## config.mk

```make
export PLATFORM = sky130hd
export DESIGN_NAME = shift_register_universal
export DESIGN_NICKNAME = d
export VERILOG_FILES = /design/src/rtl/shift_register_universal.sv
export SDC_FILE = /design/constraint.sdc
export NUM_CORES = 1
export LEC_CHECK = 0
export CAP_MARGIN = 20
export CORE_UTILIZATION = 25
export CTS_BUF_LIST = sky130_fd_sc_hd__clkbuf_16
export DETAILED_ROUTE_END_ITERATION = 12
export GPL_ROUTABILITY_DRIVEN = 0
export HOLD_SLACK_MARGIN = 0.05
export SETUP_SLACK_MARGIN = 0.05
export SKIP_CTS_REPAIR_TIMING = 1
export SLEW_MARGIN = 40
export SYNTH_ARGS = -nofsm -noshare
export SYNTH_HDL_FRONTEND = slang
export SYNTH_SLANG_ARGS = --single-unit
```

## constraint.sdc

```tcl
create_clock -name clk -period 2.8 [get_ports clk]
set_input_delay 0.28 -clock clk [delete_from_list [all_inputs] [get_ports clk]]
set_output_delay 0.28 -clock clk [all_outputs]
set_load 0.1 [all_outputs]
```

## src/rtl/shift_register_universal.sv

```systemverilog
// Universal shift register: parallel load, single step,
// and multi-cycle shift-by-N with busy/done handshake.
//
// Ports:
//   clk, areset_n    clock, async active-low reset
//   load, data       parallel load (highest priority)
//   start, amount    multi-cycle shift of amount positions
//   step             immediate one-position shift
//   mode             00 lsr, 01 lsl, 10 asr, 11 ror
//   ser_in           fill bit for logical shifts
//   q, ser_out       contents, last bit shifted out
//   busy, done       command in progress / completion pulse
module shift_register_universal #(
  parameter int WIDTH = 8,
  localparam int AMT_W = $clog2(WIDTH + 1)
) (
  input  logic             clk,
  input  logic             areset_n,
  input  logic             load,
  input  logic [WIDTH-1:0] data,
  input  logic             start,
  input  logic             step,
  input  logic [1:0]       mode,
  input  logic [AMT_W-1:0] amount,
  input  logic             ser_in,
  output logic [WIDTH-1:0] q,
  output logic             ser_out,
  output logic             busy,
  output logic             done
);

  typedef enum logic {
    IDLE,
    SHIFT
  } state_t;

  localparam logic [AMT_W-1:0] AMT_MAX =
    AMT_W'(WIDTH);

  state_t           state;
  logic [1:0]       mode_r;
  logic [AMT_W-1:0] cnt;
  logic [AMT_W-1:0] amt_sat;

  assign amt_sat = (amount > AMT_MAX) ? AMT_MAX
                                      : amount;
  assign busy = (state == SHIFT);

  // Returns {bit shifted out, new contents}.
  function automatic logic [WIDTH:0] shift_one(
    input logic [1:0]       m,
    input logic [WIDTH-1:0] v,
    input logic             si
  );
    logic [WIDTH:0] r;
    r = {1'b0, v};
    unique case (m)
      2'b00: r = {v[0], si, v[WIDTH-1:1]};
      2'b01: r = {v[WIDTH-1], v[WIDTH-2:0], si};
      2'b10: r = {v[0], v[WIDTH-1], v[WIDTH-1:1]};
      2'b11: r = {v[0], v[0], v[WIDTH-1:1]};
    endcase
    return r;
  endfunction

  always_ff @(posedge clk or negedge areset_n) begin
    if (!areset_n) begin
      state   <= IDLE;
      mode_r  <= 2'b00;
      cnt     <= '0;
      q       <= '0;
      ser_out <= 1'b0;
      done    <= 1'b0;
    end else begin
      done <= 1'b0;
      if (load) begin
        // Also aborts a running command, no done.
        q     <= data;
        state <= IDLE;
      end else if (state == SHIFT) begin
        {ser_out, q} <= shift_one(mode_r, q, ser_in);
        cnt <= cnt - AMT_W'(1);
        if (cnt == AMT_W'(1)) begin
          state <= IDLE;
          done  <= 1'b1;
        end
      end else if (start) begin
        if (amt_sat == '0) begin
          done <= 1'b1;
        end else begin
          mode_r <= mode;
          cnt    <= amt_sat;
          state  <= SHIFT;
        end
      end else if (step) begin
        {ser_out, q} <= shift_one(mode, q, ser_in);
      end
    end
  end

endmodule
```

---- Word-level counts from Yosys, hierarchy flattened ----
Index checks and enable logic that the tools add are counted.
storage, ports and cells
  flip-flop bits (word level) ............. 17
  logic and storage cells ................. 58
  input port bits ......................... 20
operators by class
  reduce and logical (&&, ||, !) cells .... 11
  add/sub/neg operators ................... 1
  equal/unequal tests ..................... 12
  mux-type cells .......................... 23
  $lt $le $gt $ge ......................... 1
  bitwise logic cells ..................... 3
operators by type and width
  cell                                                                     number
  9-bit one-hot mux with 4 select lines                                    2
  8-bit 2-to-1 mux                                                         4
  4-bit 2-to-1 mux                                                         4
  1-bit 2-to-1 mux                                                         13
  2-bit equality test, second input constant                               4
  4-bit AND reduction                                                      2
  3-bit inequality test, second input constant                             2
  3-bit AND reduction                                                      2
  2-bit by 1-bit equality test with 1-bit output, second input constant    2
  4-bit by 1-bit equality test with 1-bit output, second input constant    1
  4-bit > comparator, second input constant                                1
  2-bit logical NOT                                                        2
  4-bit logical NOT                                                        1
  2-bit nonzero test                                                       2
  4-bit by 1-bit subtractor with 4-bit output, second input constant       1
  3-bit by 2-bit inequality test with 1-bit output, second input constant  1
  1-bit inverter                                                           3
  3-bit nonzero test                                                       1
  2-bit by 1-bit inequality test with 1-bit output, second input constant  1
  2-bit inequality test, second input constant                             1
  2-bit AND reduction                                                      1

---- Logic depth before layout (Yosys ltp) ----
  word-level depth ........................ 7
  mapped depth ............................ 5

---- Worst setup path after synthesis ----
No wires, ideal clock.
  path type ............................... flip-flop to flip-flop
  from .................................... reg state (netlist: busy)
  to ...................................... reg q[2]
  setup time .............................. 78 ps
  buffers on the path ..................... 0
  cell stages (with the launch flop) ...... 5
  slack ................................... 658 ps
  clock period less this slack ............ 2,142 ps
  arrival time ............................ 2,064 ps
  cell sequence ........................... dfrtp_1 > clkinv_1 > nor2_1 > a222oi_1 > a21oi_1
between the ends
  cells in the longest elaborated chain, start to end .. 2
  elaborated cells between the ends (all ways) .. 5
  classes of those cells .................. eq/ne: 1; mux: 2; reduce/logical: 2
ends and longest elaborated chain
  what                                                                                       RTL line  text
  start: declaration                                                                         40        state_t state;
  start signal: assignment                                                                   68        state <= IDLE;
  start signal: assignment                                                                   79        state <= IDLE;
  start signal: assignment                                                                   84        state <= IDLE;
  3-bit by 2-bit inequality test with 1-bit output (no source line) (tied with other cells)  --
  2-bit AND reduction (no source line) or 8-bit 2-to-1 mux (tied branches)                   --
  end signal: assignment                                                                     78        q <= data;
  end signal: assignment                                                                     81        {ser_out, q} <= shift_one(mode_r, q, ser_in);
  end signal: assignment                                                                     96        {ser_out, q} <= shift_one(mode, q, ser_in);
  end: declaration                                                                           26        output logic [WIDTH-1:0] q,
Parallel ways exist; a longest one is shown, timed or not.
A chain may end at the register's enable or synchronous reset.

---- Worst setup path in the final report ----
  from .................................... in load
  to ...................................... reg q[6]
between the ends
  cells in the longest elaborated chain, start to end .. 2
  elaborated cells between the ends (all ways) .. 4
  classes of those cells .................. eq/ne: 1; mux: 1; reduce/logical: 2
ends and longest elaborated chain
  what                                                                                                     RTL line  text
  start: declaration                                                                                       19        input logic load,
  3-bit by 2-bit inequality test with 1-bit output (no source line) or 3-bit nonzero test (tied branches)  --
  2-bit AND reduction (no source line)                                                                     --
Parallel ways exist; a longest one is shown, timed or not.

==> results.md <==
- Worst setup margin: 0.939 ns
- Worst slack, placed: 0.720 ns
- Skew final: 0.00514 ns
- Peak VDD IR: 0.000411 V
- Min-Delay Path Class: in2async
- Post-route cell area: 1590 sq um
- Util after Layout: 0.358
- Top-Level Pins: 31
- Post-DP Area: 1500 sq um
- Startpoint Class: primary input
- Post-synthesis compound-gate area fraction: 0.194
- Worst path max stage delay: between 0.6 and 0.7 ns
- Net Count, Synth: 144
- Sink Count: 17
- Vias in the first global route: 1,014
- Area Overhead vs Synth: 35.1%
- Post-synthesis cell count: approximately 120
- Die W: 70.6 um
- Mux share of post-synthesis cell area: 0.211
- H-Tree Depth: 1
- DRT antenna net count: 0
- Largest family of logic cells by synthesized area: multiplexers
- Cell area after synthesis: between 1000 and 1500 sq um
- Antenna violations before repair: 0
- LEAKAGE: 0.671 nW
- Worst Path Class, Setup: in2reg
- Worst-Margin Slew: 0.678 ns
- Setup TNS: 0 ns
- Commonest cells after routing, fill and taps aside: 18 x clkdlybuf4s50_1, 17 x dfrtp_1, 15 x buf_4
- Final period utilization: 0.665
- Largest net degree at the start of global routing: 18
- DR iter-0 viols: a little under 90
- RSZ-0062 raised after global routing: false
- Core area: 4440 sq um
- Routed wire length per instance: around 15 um
- Violated checks: DRC
- Top-area cell type share of the netlist area: 0.362
- CTS buffer count: 3
- Cell Rows: 24
- Finish-stage setup viols: 0
- DR vias/cell: 5.26
- Most common cell after layout, fill and taps aside: clkdlybuf4s50_1
- Final Max Slew Viols: 0
- Final WL: around 3200 um
- Max Cap Violations: 0
- Final Net Count: roughly 180
- Xor and xnor area share after synthesis: 0
- DRT Pass-1 Iters: 9
- Initial Util: 0.265
- Final min period: around 1.9 ns
- Yosys cell types: 32
- CTS tree: done
- Yosys reg bits: 17
- Arr. time, crit path: 2.03 ns
- Final Hold Vio Count: 0
- Synth Area in Adders: 0.0213
- CTS clock-pin slew for the worst setup and hold paths: 0.05 ns
- Post-DP HPWL: 2280 um
- Yosys top cell by area: dfrtp_1
- Layout cells sized above 1: 0.232
- Die area: 4980 sq um
- Chip height: 70.6 um
- Slew headroom: 0.542
- Buffers on Ports: 30
- YS warnings: 0
- FMAX: 0.537 GHz
- Power Dens Cells: 772 nW/um^2
- Top cells by area, synth: dfrtp_1 36%, mux2_2 9.6%, mux2_4 8.9%
- Status: finished with violations
- Via count: 1,089
- Antenna diode count: 0
- Required time of the critical path: between 2 and 3 ns
- GRT overflow: 0
- Critical path fanouts, max: 13
- Fin Hold WS: between 0.4 and 0.5 ns
- CP max-delay cell: clkdlybuf4s50_1
- GRT Resource Usage Total: 0.134
- Clk buf depth: 2
- Final-layout fill cell count: between 400 and 500
- Register area share after synthesis: 0.362
- Drt drc: 6
- Root buffer cell: clkbuf_16
- Crit path cell chain: clkdlybuf4s50_1, buf_4, nor2_1, a222oi_1, a21oi_1
- First-pass GRT wire length: around 5200 um
- Crit. End Element: flip-flop
- Avg Inst Size Synth: 9.64 sq um
- Worst-skew pair later-pin latency: approximately 0.25 ns
- Simple-gate portion of the synthesized area: 0.161
## routing by layer
| layer | global-route usage | vias up | part of all wire |
|---|---|---|---|
| met5 | 0 | - | 0 |
| met4 | 0.0200 | 0 | 0.0044 |
| met3 | 0.0456 | 2 | 0.063 |
| met2 | 0.224 | 39 | 0.48 |
| met1 | 0.173 | 520 | 0.45 |
| li1 | - | 528 | - |
## through the flow
step / total power [W] / std cells
final: 0.00123 / 207
after global routing: 0.00129 / 207
after floorplan: 0.000800 / 122
after global placement: 0.000930 / 202
after CTS: 0.00124 / 206
after detailed placement: 0.000942 / 202
## logic make-up after synthesis
group | after synthesis
AOI/OAI and AO/OA | 33
adders and majority gates | 2
buffers and inverters | 12
DFF | 17
muxes | 20
and+or+nand+nor | 38
## registers in the layout (all words and copies together), names as in the netlist
name	flops
busy	1
cnt	4
done	1
mode_r	2
q	8
ser_out	1
## path summary, 6_finish.rpt
kind                            startpoint  slack (ns)        end  depth (start not counted)
worst max-delay path                  load        0.94       q[6]                          5
worst min-delay path              areset_n        0.48  mode_r[0]                          2
worst max register to register        busy        1.04       q[6]                          4
worst min register to register     ser_out        0.54    ser_out                          2
max in group asynchronous         areset_n        2.02       q[1]                          2
min in group clk                   ser_out        0.54    ser_out                          2
## critical path, delay by kind of cell
kind / cells / cell delay (ns)
compound gates: 2 / 0.36
buf+inv: 2 / 0.95
simple gates: 1 / 0.44
## final cells by class
class	count	area [sq um]	share of cell area
Multi-Input combinational cell	93	689	0.434
Sequential cell	17	425	0.268
Clock inverter	1	3.75	0.00236
Clock buffer	3	75.1	0.0472
Timing Repair Buffer	35	308	0.194
Tap cell	52	65.1	0.0409
Inverter	6	22.5	0.0142
## cells in the mapped netlist
cell	n
nor2_1	14
nand4b_1	1
o22a_1	1
nor4_1	1
nor3b_1	1
ha_1	2
o21ai_0	4
a21oi_1	14
nand2b_1	1
a32o_1	1
nor3_1	5
nor2b_1	4
buf_2	1
a31oi_1	1
a32oi_1	1
buf_6	2
a222oi_1	7
nor4b_1	1
or2b_1	1
mux2i_1	3
clkinv_1	1
a22oi_1	1
inv_1	5
a2111oi_0	2
nand2_1	4
mux2_4	7
o41ai_1	1
dfrtp_1	17
mux2_2	10
clkbuf_1	3
and2_1	1
nand3_1	4
## power breakdown
part,leakage (nW),internal [W],switching (W)
sequential,0.202,0.000302,0.0000778
combinational,0.426,0.000208,0.000350
clock,0.0423,0.000190,0.0000984
total,0.671,0.000700,0.000527
No activity file was read; power rests on OpenSTA's default activity.
